<file path="src/rtl/t2mi_pkg.sv">
// Shared definitions for the T2-MI receive path: framing sizes, packet type codes,
// parser state encodings, output bundle and the MSB-first CRC-32 byte step.
`timescale 1ns/1ps
package t2mi_pkg;

  localparam int HDR_LEN = 6;
  localparam int CRC_LEN = 4;
  localparam int IDX_W   = 13;

  localparam logic [31:0] CRC_POLY = 32'h04C11DB7;
  localparam logic [31:0] CRC_INIT = 32'hFFFFFFFF;

  typedef enum logic [7:0] {
    PKT_BB_FRAME   = 8'h00,
    PKT_L1_CURRENT = 8'h10,
    PKT_TIMESTAMP  = 8'h20
  } pkt_type_e;

  typedef enum logic [2:0] {
    ST_HUNT    = 3'd0,
    ST_HEADER  = 3'd1,
    ST_PAYLOAD = 3'd2,
    ST_CRC     = 3'd3
  } state_e;

  // Everything the parser presents to the outside world, registered as one bundle.
  typedef struct packed {
    logic [7:0]       payload;
    logic             payload_ena;
    logic [IDX_W-1:0] payload_idx;
    logic [7:0]       pkt_type;
    logic [7:0]       packet_count;
    logic [3:0]       superframe_idx;
    logic [2:0]       stream_id;
    logic [15:0]      payload_len;
    logic             hdr_valid;
    logic             pkt_done;
    logic             crc_ok;
    logic             cc_err;
    logic             len_err;
    logic             abort;
  } out_t;

  // Header bytes held until the last header byte arrives.
  typedef struct packed {
    logic [7:0] pkt_type;
    logic [7:0] packet_count;
    logic [3:0] superframe_idx;
    logic [2:0] stream_id;
    logic [7:0] len_hi;
  } hdr_t;

  function automatic logic [31:0] crc32_byte(input logic [31:0] crc_in,
                                              input logic [7:0]  data);
    logic [31:0] crc;
    logic        fb;
    crc = crc_in;
    for (int i = 7; i >= 0; i--) begin
      fb  = crc[31] ^ data[i];
      crc = {crc[30:0], 1'b0};
      if (fb) crc = crc ^ CRC_POLY;
    end
    return crc;
  endfunction

endpackage

</file>
<file path="src/rtl/t2mi_crc32_check.sv">
// Byte-wide MPEG-2 CRC-32 (no reflection, no final XOR) with synchronous init.
// crc_next is the value the register takes at the coming edge, including this byte.
`timescale 1ns/1ps
module t2mi_crc32_check
  import t2mi_pkg::*;
(
  input  logic        clk,
  input  logic        rst,
  input  logic        init,
  input  logic        ena,
  input  logic [7:0]  data,
  output logic [31:0] crc_next
);

  logic [31:0] crc_q, crc_d;

  // NOTE: combinational logic uses blocking '=' with every output given a default
  // first, so no latch is inferred; the flop below takes its value with '<='.
  always_comb begin
    crc_d = crc_q;
    if (ena) crc_d = crc32_byte(init ? CRC_INIT : crc_q, data);
  end

  always_ff @(posedge clk) begin
    if (rst) crc_q <= CRC_INIT;
    else     crc_q <= crc_d;
  end

  assign crc_next = crc_d;

endmodule

</file>
<file path="src/rtl/t2mi_packet_parser.sv">
// T2-MI packet parser: header decode, indexed payload forwarding, CRC-32 and
// packet_count continuity checks. Advances only on bytes with ENA_IN=1.
`timescale 1ns/1ps
module t2mi_packet_parser
  import t2mi_pkg::*;
#(
  parameter int MAX_PAYLOAD_BYTES = 6733
) (
  input  logic             CLK,
  input  logic             RST,
  input  logic [7:0]       DATA_IN,
  input  logic             ENA_IN,
  input  logic             SOP_IN,
  output logic [7:0]       PAYLOAD_OUT,
  output logic             PAYLOAD_ENA,
  output logic [IDX_W-1:0] PAYLOAD_IDX,
  output logic [7:0]       PKT_TYPE,
  output logic [7:0]       PACKET_COUNT,
  output logic [3:0]       SUPERFRAME_IDX,
  output logic [2:0]       STREAM_ID,
  output logic [15:0]      PAYLOAD_LEN,
  output logic             HDR_VALID,
  output logic             PKT_DONE,
  output logic             CRC_OK,
  output logic             CC_ERR,
  output logic             LEN_ERR,
  output logic             ABORT,
  output logic [2:0]       state_mon
);

  localparam logic [IDX_W-1:0] MAX_BYTES = IDX_W'(MAX_PAYLOAD_BYTES);
  localparam logic [2:0]       HDR_LAST  = 3'(HDR_LEN - 1);
  localparam logic [1:0]       CRC_LAST  = 2'(CRC_LEN - 1);

  state_e           state_q, state_d;
  logic [2:0]       hdr_cnt_q, hdr_cnt_d;
  logic [IDX_W-1:0] pay_cnt_q, pay_cnt_d;
  logic [IDX_W-1:0] pay_len_q, pay_len_d;
  logic [1:0]       crc_cnt_q, crc_cnt_d;
  logic             first_q, first_d;
  logic [7:0]       prev_cc_q, prev_cc_d;
  logic             cc_bad_q, cc_bad_d;
  hdr_t             hdr_q, hdr_d;
  out_t             out_q, out_d;

  logic             crc_init, crc_ena;
  logic [31:0]      crc_next;
  logic [16:0]      len_round;
  logic [IDX_W-1:0] pay_bytes;

  t2mi_crc32_check u_crc (
    .clk      (CLK),
    .rst      (RST),
    .init     (crc_init),
    .ena      (crc_ena),
    .data     (DATA_IN),
    .crc_next (crc_next)
  );

  // Bit length rounded up to whole bytes; 17 bits so 16'hFFFF+7 cannot wrap early.
  assign len_round = {1'b0, hdr_q.len_hi, DATA_IN} + 17'd7;
  assign pay_bytes = IDX_W'(len_round >> 3);

  always_comb begin
    state_d   = state_q;
    hdr_cnt_d = hdr_cnt_q;
    pay_cnt_d = pay_cnt_q;
    pay_len_d = pay_len_q;
    crc_cnt_d = crc_cnt_q;
    first_d   = first_q;
    prev_cc_d = prev_cc_q;
    cc_bad_d  = cc_bad_q;
    hdr_d     = hdr_q;
    out_d     = out_q;
    crc_init  = 1'b0;
    crc_ena   = ENA_IN;

    out_d.payload_ena = 1'b0;
    out_d.hdr_valid   = 1'b0;
    out_d.pkt_done    = 1'b0;
    out_d.crc_ok      = 1'b0;
    out_d.cc_err      = 1'b0;
    out_d.len_err     = 1'b0;
    out_d.abort       = 1'b0;

    if (ENA_IN) begin
      if (SOP_IN) begin
        // A start inside a packet abandons it; the byte still opens a new packet.
        out_d.abort    = (state_q != ST_HUNT);
        crc_init       = 1'b1;
        hdr_d.pkt_type = DATA_IN;
        hdr_cnt_d      = 3'd1;
        crc_cnt_d      = 2'd0;
        state_d        = ST_HEADER;
      end else begin
        unique case (state_q)
          ST_HUNT: ;

          ST_HEADER: begin
            hdr_cnt_d = hdr_cnt_q + 3'd1;
            if (hdr_cnt_q == 3'd1) begin
              hdr_d.packet_count = DATA_IN;
              cc_bad_d  = !first_q && (DATA_IN != prev_cc_q + 8'd1);
              first_d   = 1'b0;
              prev_cc_d = DATA_IN;
            end else if (hdr_cnt_q == 3'd2) begin
              hdr_d.superframe_idx = DATA_IN[7:4];
            end else if (hdr_cnt_q == 3'd3) begin
              hdr_d.stream_id = DATA_IN[2:0];
            end else if (hdr_cnt_q == 3'd4) begin
              hdr_d.len_hi = DATA_IN;
            end else if (hdr_cnt_q == HDR_LAST) begin
              out_d.pkt_type       = hdr_q.pkt_type;
              out_d.packet_count   = hdr_q.packet_count;
              out_d.superframe_idx = hdr_q.superframe_idx;
              out_d.stream_id      = hdr_q.stream_id;
              out_d.payload_len    = {hdr_q.len_hi, DATA_IN};
              out_d.hdr_valid      = 1'b1;
              out_d.cc_err         = cc_bad_q;
              pay_cnt_d            = '0;
              pay_len_d            = pay_bytes;
              crc_cnt_d            = 2'd0;
              if (pay_bytes > MAX_BYTES) begin
                out_d.len_err = 1'b1;
                state_d       = ST_HUNT;
              end else if (pay_bytes == '0) begin
                state_d = ST_CRC;
              end else begin
                state_d = ST_PAYLOAD;
              end
            end
          end

          ST_PAYLOAD: begin
            out_d.payload     = DATA_IN;
            out_d.payload_ena = 1'b1;
            out_d.payload_idx = pay_cnt_q;
            pay_cnt_d         = pay_cnt_q + 1'b1;
            if (pay_cnt_q == pay_len_q - 1'b1) begin
              crc_cnt_d = 2'd0;
              state_d   = ST_CRC;
            end
          end

          ST_CRC: begin
            crc_cnt_d = crc_cnt_q + 2'd1;
            if (crc_cnt_q == CRC_LAST) begin
              // Residual over header, payload and transmitted CRC is zero when intact.
              out_d.pkt_done = 1'b1;
              out_d.crc_ok   = (crc_next == 32'h0);
              state_d        = ST_HUNT;
            end
          end

          default: state_d = ST_HUNT;
        endcase
      end
    end
  end

  always_ff @(posedge CLK) begin
    if (RST) begin
      state_q   <= ST_HUNT;
      hdr_cnt_q <= '0;
      pay_cnt_q <= '0;
      pay_len_q <= '0;
      crc_cnt_q <= '0;
      first_q   <= 1'b1;
      prev_cc_q <= '0;
      cc_bad_q  <= 1'b0;
      hdr_q     <= '0;
      out_q     <= '0;
    end else begin
      state_q   <= state_d;
      hdr_cnt_q <= hdr_cnt_d;
      pay_cnt_q <= pay_cnt_d;
      pay_len_q <= pay_len_d;
      crc_cnt_q <= crc_cnt_d;
      first_q   <= first_d;
      prev_cc_q <= prev_cc_d;
      cc_bad_q  <= cc_bad_d;
      hdr_q     <= hdr_d;
      out_q     <= out_d;
    end
  end

  assign PAYLOAD_OUT    = out_q.payload;
  assign PAYLOAD_ENA    = out_q.payload_ena;
  assign PAYLOAD_IDX    = out_q.payload_idx;
  assign PKT_TYPE       = out_q.pkt_type;
  assign PACKET_COUNT   = out_q.packet_count;
  assign SUPERFRAME_IDX = out_q.superframe_idx;
  assign STREAM_ID      = out_q.stream_id;
  assign PAYLOAD_LEN    = out_q.payload_len;
  assign HDR_VALID      = out_q.hdr_valid;
  assign PKT_DONE       = out_q.pkt_done;
  assign CRC_OK         = out_q.crc_ok;
  assign CC_ERR         = out_q.cc_err;
  assign LEN_ERR        = out_q.len_err;
  assign ABORT          = out_q.abort;
  assign state_mon      = state_q;

endmodule

</file>
<file path="config.mk">
export PLATFORM = sky130hd
export DESIGN_NAME = t2mi_packet_parser
export DESIGN_NICKNAME = d
export VERILOG_FILES = /design/src/rtl/t2mi_pkg.sv /design/src/rtl/t2mi_crc32_check.sv /design/src/rtl/t2mi_packet_parser.sv
export SDC_FILE = /design/constraint.sdc
export NUM_CORES = 1
export LEC_CHECK = 0
export CAP_MARGIN = 10
export CORE_MARGIN = 4
export CORE_UTILIZATION = 64
export DETAILED_ROUTE_END_ITERATION = 8
export DONT_BUFFER_PORTS = 1
export PLACE_DENSITY = 0.8
export SETUP_SLACK_MARGIN = 0.02
export SYNTH_ARGS = -nofsm -noshare
export SYNTH_HDL_FRONTEND = slang
export SYNTH_HIERARCHICAL = 1
export SYNTH_SLANG_ARGS = --single-unit
</file>
<file path="constraint.sdc">
create_clock -name CLK -period 4.4 [get_ports CLK]
set_clock_uncertainty 0.15 [all_clocks]
set_input_delay 1.1 -clock CLK [delete_from_list [all_inputs] [get_ports CLK]]
set_output_delay 1.1 -clock CLK [all_outputs]
set_load 0.02 [all_outputs]
</file>
==> results of run 1 <==
==> through the flow <==
step                      setup slack (ps)  hold slack, ps
final                                  859             303
after floorplan                        641             259
after global routing                   658             316
after detailed placement               501             294
after CTS                              895             302
after global placement                 594             287
==> Yosys cell counts, types with 2 or more instances <==
cell         n  area [µm²]
buf_1        4        15.0
buf_4        4        30.0
a31oi_1      6        37.5
a2111oi_2    2        30.0
nand3b_1     4        30.0
a211o_1      5        43.8
xnor3_1      4        90.1
xnor2_1     93         815
inv_1       21        78.8
o211ai_1    13        97.6
a21oi_1     97         485
dfxtp_1    165        3300
and2_1       3        18.8
and3_1       3        18.8
xnor2_2      3        48.8
or4_4        2        22.5
mux2i_1     27         270
a311oi_1     2        17.5
nand2_1    176         661
a211oi_1    12        90.1
a21oi_2      2        17.5
a32oi_1      2        17.5
nand2b_1    20         125
or4_1        3        22.5
ha_1        13         163
or3_1        5        31.3
clkbuf_1    59         221
buf_2        9        45.0
nor3_1      15        75.1
xor2_1      36         315
nor2_1     120         450
nand4_1     10        62.6
nor2b_1     11        68.8
nand3_1     14        70.1
mux2_2       6        67.6
a21o_1       7        52.6
nor3b_1      3        22.5
o21ai_0     21         105
and4_1       3        26.3
o41ai_1      2        17.5
nor4_1      15        93.8
==> final cells by class <==
cell class                      count  area (µm²)  area share
Multi-Input combinational cell    787        4860       0.534
Sequential cell                   165        3300       0.363
Clock buffer                       23         478      0.0525
Tap cell                          172         215      0.0237
Clock inverter                      9        92.6      0.0102
Inverter                           22        82.6     0.00908
Timing Repair Buffer                9        71.3     0.00784
==> cells by family (layout without fill, tap and decap cells) <==
kind of cell    Yosys count  in the layout  synth area share
simple gates            414            414             0.218
compound gates          188            188             0.136
flops                   165            165             0.386
xor+xnor                138            138             0.154
buf+inv                  99             63            0.0474
mux                      33             33            0.0395
fa+ha+maj                13             13            0.0190
other cells               1              1          0.000438
==> critical path, cell delays in order <==
cell and delay [ps]:
nand2_1 60, clkinv_1 350, nor2_1 320, xnor2_2 270, xnor3_2 490, xnor3_1 420, o21ai_0 100, nor4_1 350
nand4_1 130, nor3_1 130
==> sequential cells by signal, indices dropped and copies added, names as in the netlist <==
name / cells
HDR_VALID: 1
hdr_q: 31
cc_bad_q: 1
crc_cnt_q: 2
PAYLOAD_IDX: 13
pay_cnt_q: 13
state_mon: 2
CC_ERR: 1
CRC_OK: 1
pay_len_q: 13
LEN_ERR: 1
u_crc/crc_q: 32
hdr_cnt_q: 3
PAYLOAD_ENA: 1
PAYLOAD_OUT: 8
PACKET_COUNT: 8
first_q: 1
ABORT: 1
PKT_TYPE: 8
STREAM_ID: 3
SUPERFRAME_IDX: 4
PAYLOAD_LEN: 16
PKT_DONE: 1
==> routing by layer <==
layer | vias to the layer above | part of all wire | routed length (µm) | GRT usage
met3 | 44 | 0.076 | 1570 | 0.0668
met2 | 274 | 0.46 | 9450 | 0.428
met4 | 0 | 0.027 | 553 | 0.111
met5 | - | 0 | 0 | 0
met1 | 3294 | 0.44 | 9110 | 0.375
li1 | 3424 | - | - | -
==> layout by cell type (no fill, tap or decap), drive strengths merged, types with 11 or more instances in the layout <==
cell,netlist,layout
nor2,120,120
inv,21,24
nor4,15,15
nor3,15,15
nand2,176,176
dfxtp,165,165
xnor2,96,96
a211oi,13,13
xor2,36,36
nor2b,11,11
ha,13,13
a21oi,99,99
mux2i,27,27
o21ai,22,22
nand2b,20,20
o211ai,13,13
clkbuf,59,23
nand3,14,14
==> where the power goes <==
part | switching (mW) | total [mW] | internal [mW]
logic | 0.694 | 1.40 | 0.702
clock network | 0.609 | 1.44 | 0.830
registers | 0.113 | 1.72 | 1.60
==> worst max path at each step <==
stage                 from      to  slack, ps  cells past startpoint
finish              ENA_IN  CRC_OK        860                     10
global route        ENA_IN  CRC_OK        660                     10
CTS                 ENA_IN  CRC_OK        900                     10
detailed placement  ENA_IN  CRC_OK        500                     10
global placement    ENA_IN  CRC_OK        590                     10
floorplan           SOP_IN  CRC_OK        640                     12
==> summary.txt, run 1 <==
CTS
  – Post-CTS sizing: 0
  – Cts hold-fix bufs: 0
  – CTS tree: done
  – H-tree depth: 4
  – Clock root cell: clkbuf_16
  – Skew-Pair Late Insertion Delay: roughly 430 ps
  – Total CTS buffers: 17
  – Post CTS Setup Buffer Count: 0
  – Clock Sinks: 165
  – Clock transition at path regs: 60 ps
  – Clk buf depth: 2

Timing
  – Worst Tran Pin Value: between 900 and 1000 ps
  – RSZ-0062 raised after global routing: no
  – Setup violators final: 0
  – Fin Setup TNS: 0 ps
  – Final Hold Viols: 0
  – Peak Freq: ~280 MHz
  – Crit path time final: roughly 3500 ps
  – Slew Limit Fails: 0
  – Final period utilization: 0.805
  – Slew margin rel.: 0.373

Cells and area
  – Non-filler cells, final: 1187
  – Ant diodes: 0
  – Area Overhead vs Synth: 6.38%
  – Nets@finish: approximately 1000
  – Post-route design area: a little over 0.009 mm²
  – FILL cells: roughly 1000
  – Share of layout cells above drive strength 1: 0.0591
  – Final core occ: 0.707

Synth
  – Count of cell types in the netlist: 70
  – EDFF count, synth: 0
  – Flops & latches, synth: around 170
  – Ys flop type: dfxtp_1
  – Mapped Area: approximately 0.0086 mm²
  – Mapped Cells: 1051
  – Yosys warns: 6
  – Synth Area per Inst: 8.14 µm²
  – Asr flop ratio synth: 0
  – Sequential element share of the synthesized area: 0.386
  – Syn_nets: 1076

Pwr
  – Maximum vdd drop: between 0.0003 and 0.0004 V
  – Leakage power total: 3.30 nW
  – Power after layout: around 4.6 mW
  – Pwr dens: roughly 500 mW/mm²

Critical path
  – FF-to-FF End: pay_cnt_q[5]
  – WP data required: around 4600 ps
  – Critical Path Fanout Max: 51
  – Worst r2r src: state_mon[1]
  – Kind of critical path: input port to flop
  – FF-to-FF setup slack: ~1100 ps
  – Startpoint types: input port
  – CP arrival: between 3000 and 4000 ps
  – FF-to-FF path depth: 7
  – Critical Path End Type: flop

Route
  – Drt wl/cell: 17.4 µm
  – Final ANT Viol Nets: 0
  – Initial drt markers: 720
  – Drt pass-1 iters: 6
  – Routed WL: 20.7 mm
  – Residual DRC: 0
  – Vias post-DR: 7036
  – Via-to-Cell Ratio: approximately 5.9

Global route
  – Global-route usage over all layers: 0.277
  – Remaining Overflow, GRT: 0
  – Initial antenna violation count: 0
  – Largest net degree at the start of global routing: 130
  – Global-route wire length before repair: between 30 and 40 mm
  – Vias in the first global route: approximately 6500

Hold path
  – Min-delay worst type: flop to flop
  – Worst hold start: hdr_q[28]
  – Hold Path Depth: 2
  – Hold Crit Endpoint: PKT_TYPE[5]

Floorplan
  – Row count: 41
  – Die height: roughly 120 µm
  – Die footprint: around 0.015 mm²
  – Core area: roughly 0.013 mm²
  – Die width: ~120 µm
  – I/O pin count: 82
  – Initial Util: 0.664

Place
  – Hpwl dp: around 14 mm
  – Placed Cells: roughly 1200
  – Placed cell area: about 0.0085 mm²
  – Routability cong.: between 0.9 and 1
  – PortBufs: 0

Run status
  – Status: completed

Job
  – Max-cap violations: 0
No activity file was read; power rests on OpenSTA's default activity.
==> run 2, diff against run 1 <==
==> constraint.sdc (replaced) <==
create_clock -name CLK -period 3.55 [get_ports CLK]
set_clock_uncertainty 0.15 [all_clocks]
set_input_delay 0.8875 -clock CLK [delete_from_list [all_inputs] [get_ports CLK]]
set_output_delay 0.8875 -clock CLK [all_outputs]
set_load 0.02 [all_outputs]
==> summary.txt, run 2 (same netlist as run 1, synthesis figures left out) <==
Run status
  – Status: completed

Global route
  – Global-route usage over all layers: 0.279
  – Remaining Overflow, GRT: 0
  – Initial antenna violation count: 0
  – Largest net degree at the start of global routing: 130
  – Global-route wire length before repair: 33.4 mm
  – Vias in the first global route: 6612

Cells and area
  – Post-route design area: between 0.009 and 0.01 mm²
  – Most common cell after layout, fill and taps aside: nand2_1
  – Ant diodes: 0
  – Most frequent cells in the layout: nand2_1 (176), dfxtp_1 (165), nor2_1 (120)
  – FILL cells: around 1000
  – Max reg flops: 32
  – Most flop-heavy register: u_crc/crc_q
  – Area Overhead vs Synth: 7.55%
  – Multi-input logic area: ~0.0049 mm²
  – Non-filler cells, final: 1197
  – Nets@finish: ~1000
  – Register area: roughly 0.0033 mm²
  – Share of layout cells above drive strength 1: 0.0702

Critical path
  – FF-to-FF End: state_mon[0]
  – Cell repeated most along the worst path: or4_4
  – Critical Path End Type: flop
  – CP endpoint: state_mon[0]
  – Cell depth of the worst setup path: 9
  – Critical Path Fanout Max: 7
  – Worst-path cell chain: inv_1 > ha_1 > nor3b_2 > a21o_1 > a32oi_1 > or4_4 > or4_4 > and4_1 > a211oi_2
  – Top delay family on crit path: simple AND/OR/NAND/NOR gates
  – Kind of critical path: flop to flop
  – FF-to-FF path depth: 9
  – Worst setup path startpoint: pay_len_q[0]
  – FF-to-FF setup slack: ~430 ps
  – Slowest stage cell, crit path: or4_4
  – WP data required: ~3800 ps
  – CP arrival: roughly 3300 ps
  – CP max stage delay: 560 ps
  – Buf+Inv Stages, Crit Path: 1
  – Startpoint types: flop
  – Worst r2r src: pay_len_q[0]

CTS
  – Total CTS buffers: 17
  – Clock Sinks: 165
  – Clock root cell: clkbuf_16
  – Skew-Pair Late Insertion Delay: between 400 and 500 ps
  – Clock transition at path regs: ~60 ps
  – H-tree depth: 4
  – CTS tree: done
  – Clk buf depth: 2
  – Post-CTS sizing: 0
  – Post CTS Setup Buffer Count: 0
  – Cts hold-fix bufs: 0

Timing
  – Fin Setup TNS: 0 ps
  – Slew margin rel.: 0.368
  – Worst Tran Pin Value: ~950 ps
  – Slew Limit Fails: 0
  – Peak Freq: 320 MHz
  – RSZ-0062 raised after global routing: no
  – Setup violators final: 0
  – Final period utilization: 0.879
  – Final Hold Viols: 0
  – Crit path time final: roughly 3100 ps

Floorplan
  – Initial Util: 0.664
  – Die footprint: between 0.015 and 0.02 mm²
  – Die width: around 120 µm
  – Die height: roughly 120 µm
  – I/O pin count: 82
  – Core area: around 0.013 mm²
  – Row count: 41

Hold path
  – Min-delay worst type: flop to flop

Route
  – Vias post-DR: about 7000
  – Routed WL: roughly 21 mm
  – Via-to-Cell Ratio: a little under 6
  – Drt pass-1 iters: 5
  – Drt wl/cell: about 17 µm
  – Residual DRC: 0
  – Final ANT Viol Nets: 0
  – Initial drt markers: 560

Pwr
  – Maximum vdd drop: approximately 0.00039 V
  – Pwr dens: between 600 and 700 mW/mm²
  – Leakage power total: 3.36 nW
  – Power after layout: 5.75 mW

Place
  – Hpwl dp: around 14 mm
  – PortBufs: 0
  – Routability cong.: slightly below 1
  – Placed Cells: about 1200
  – Placed cell area: 0.00860 mm²

Job
  – Max-cap violations: 0
run 2: cell count changes in the layout (fill, tap and decap cells not counted):
cell        before  now
inv_8            0    1
buf_4            8   19
clkbuf_1         3    1
clkbuf_8         3    6
inv_6            3    2
clkinv_4         3    1
clkinv_2         2    1
buf_6            1    0
clkinvlp_4       0    2
run 2: cell type report:
type | instances | share of cell area
multi-input cells | 787 | 0.528
flip-flops and latches | 165 | 0.359
clock buffers | 24 | 0.0556
well taps | 172 | 0.0234
repair buffers | 19 | 0.0155
clock inverters | 8 | 0.00952
inverters | 22 | 0.00898
run 2: worst min path at each step:
| stage | cells after the start | startpoint | endpoint | slack [ps] |
|---|---|---|---|---|
| 2_1_floorplan | 2 | cc_bad_q | CC_ERR | 260 |
| 3_3_place_gp | 2 | cc_bad_q | CC_ERR | 280 |
| 3_5_place_dp | 2 | cc_bad_q | CC_ERR | 280 |
| 4_1_cts | 2 | cc_bad_q | CC_ERR | 290 |
| 5_1_grt | 2 | hdr_q[28] | PKT_TYPE[5] | 310 |
| 6_report | 2 | cc_bad_q | CC_ERR | 300 |
run 2: layer usage:
metal | track usage | routed length (µm)
met5 | 0 | 0
met4 | 0.124 | 616
met3 | 0.0722 | 1590
met2 | 0.437 | 9270
met1 | 0.365 | 9070
run 2: through the flow:
stage                     setup WS (ps)  hold WS [ps]   util
after floorplan                    28.7           259      -
after global placement              214           283  0.668
after detailed placement            135           283  0.668
after CTS                           451           294  0.714
after global routing                219           310  0.714
final                               429           297  0.714
run 2: tightest hold or removal path, delay by kind of cell, from the launching register on:
kind | cells | cell delay, ps
AND/OR/NAND/NOR | 1 | 40
buffers and inverters | 1 | 50
flip-flops | 1 | 320
run 2: power breakdown:
part | leakage (nW) | switching [mW] | internal, mW | total (mW)
combinational | 1.73 | 0.861 | 0.916 | 1.78
clock | 0.291 | 0.761 | 1.09 | 1.85
sequential | 1.34 | 0.139 | 1.99 | 2.13
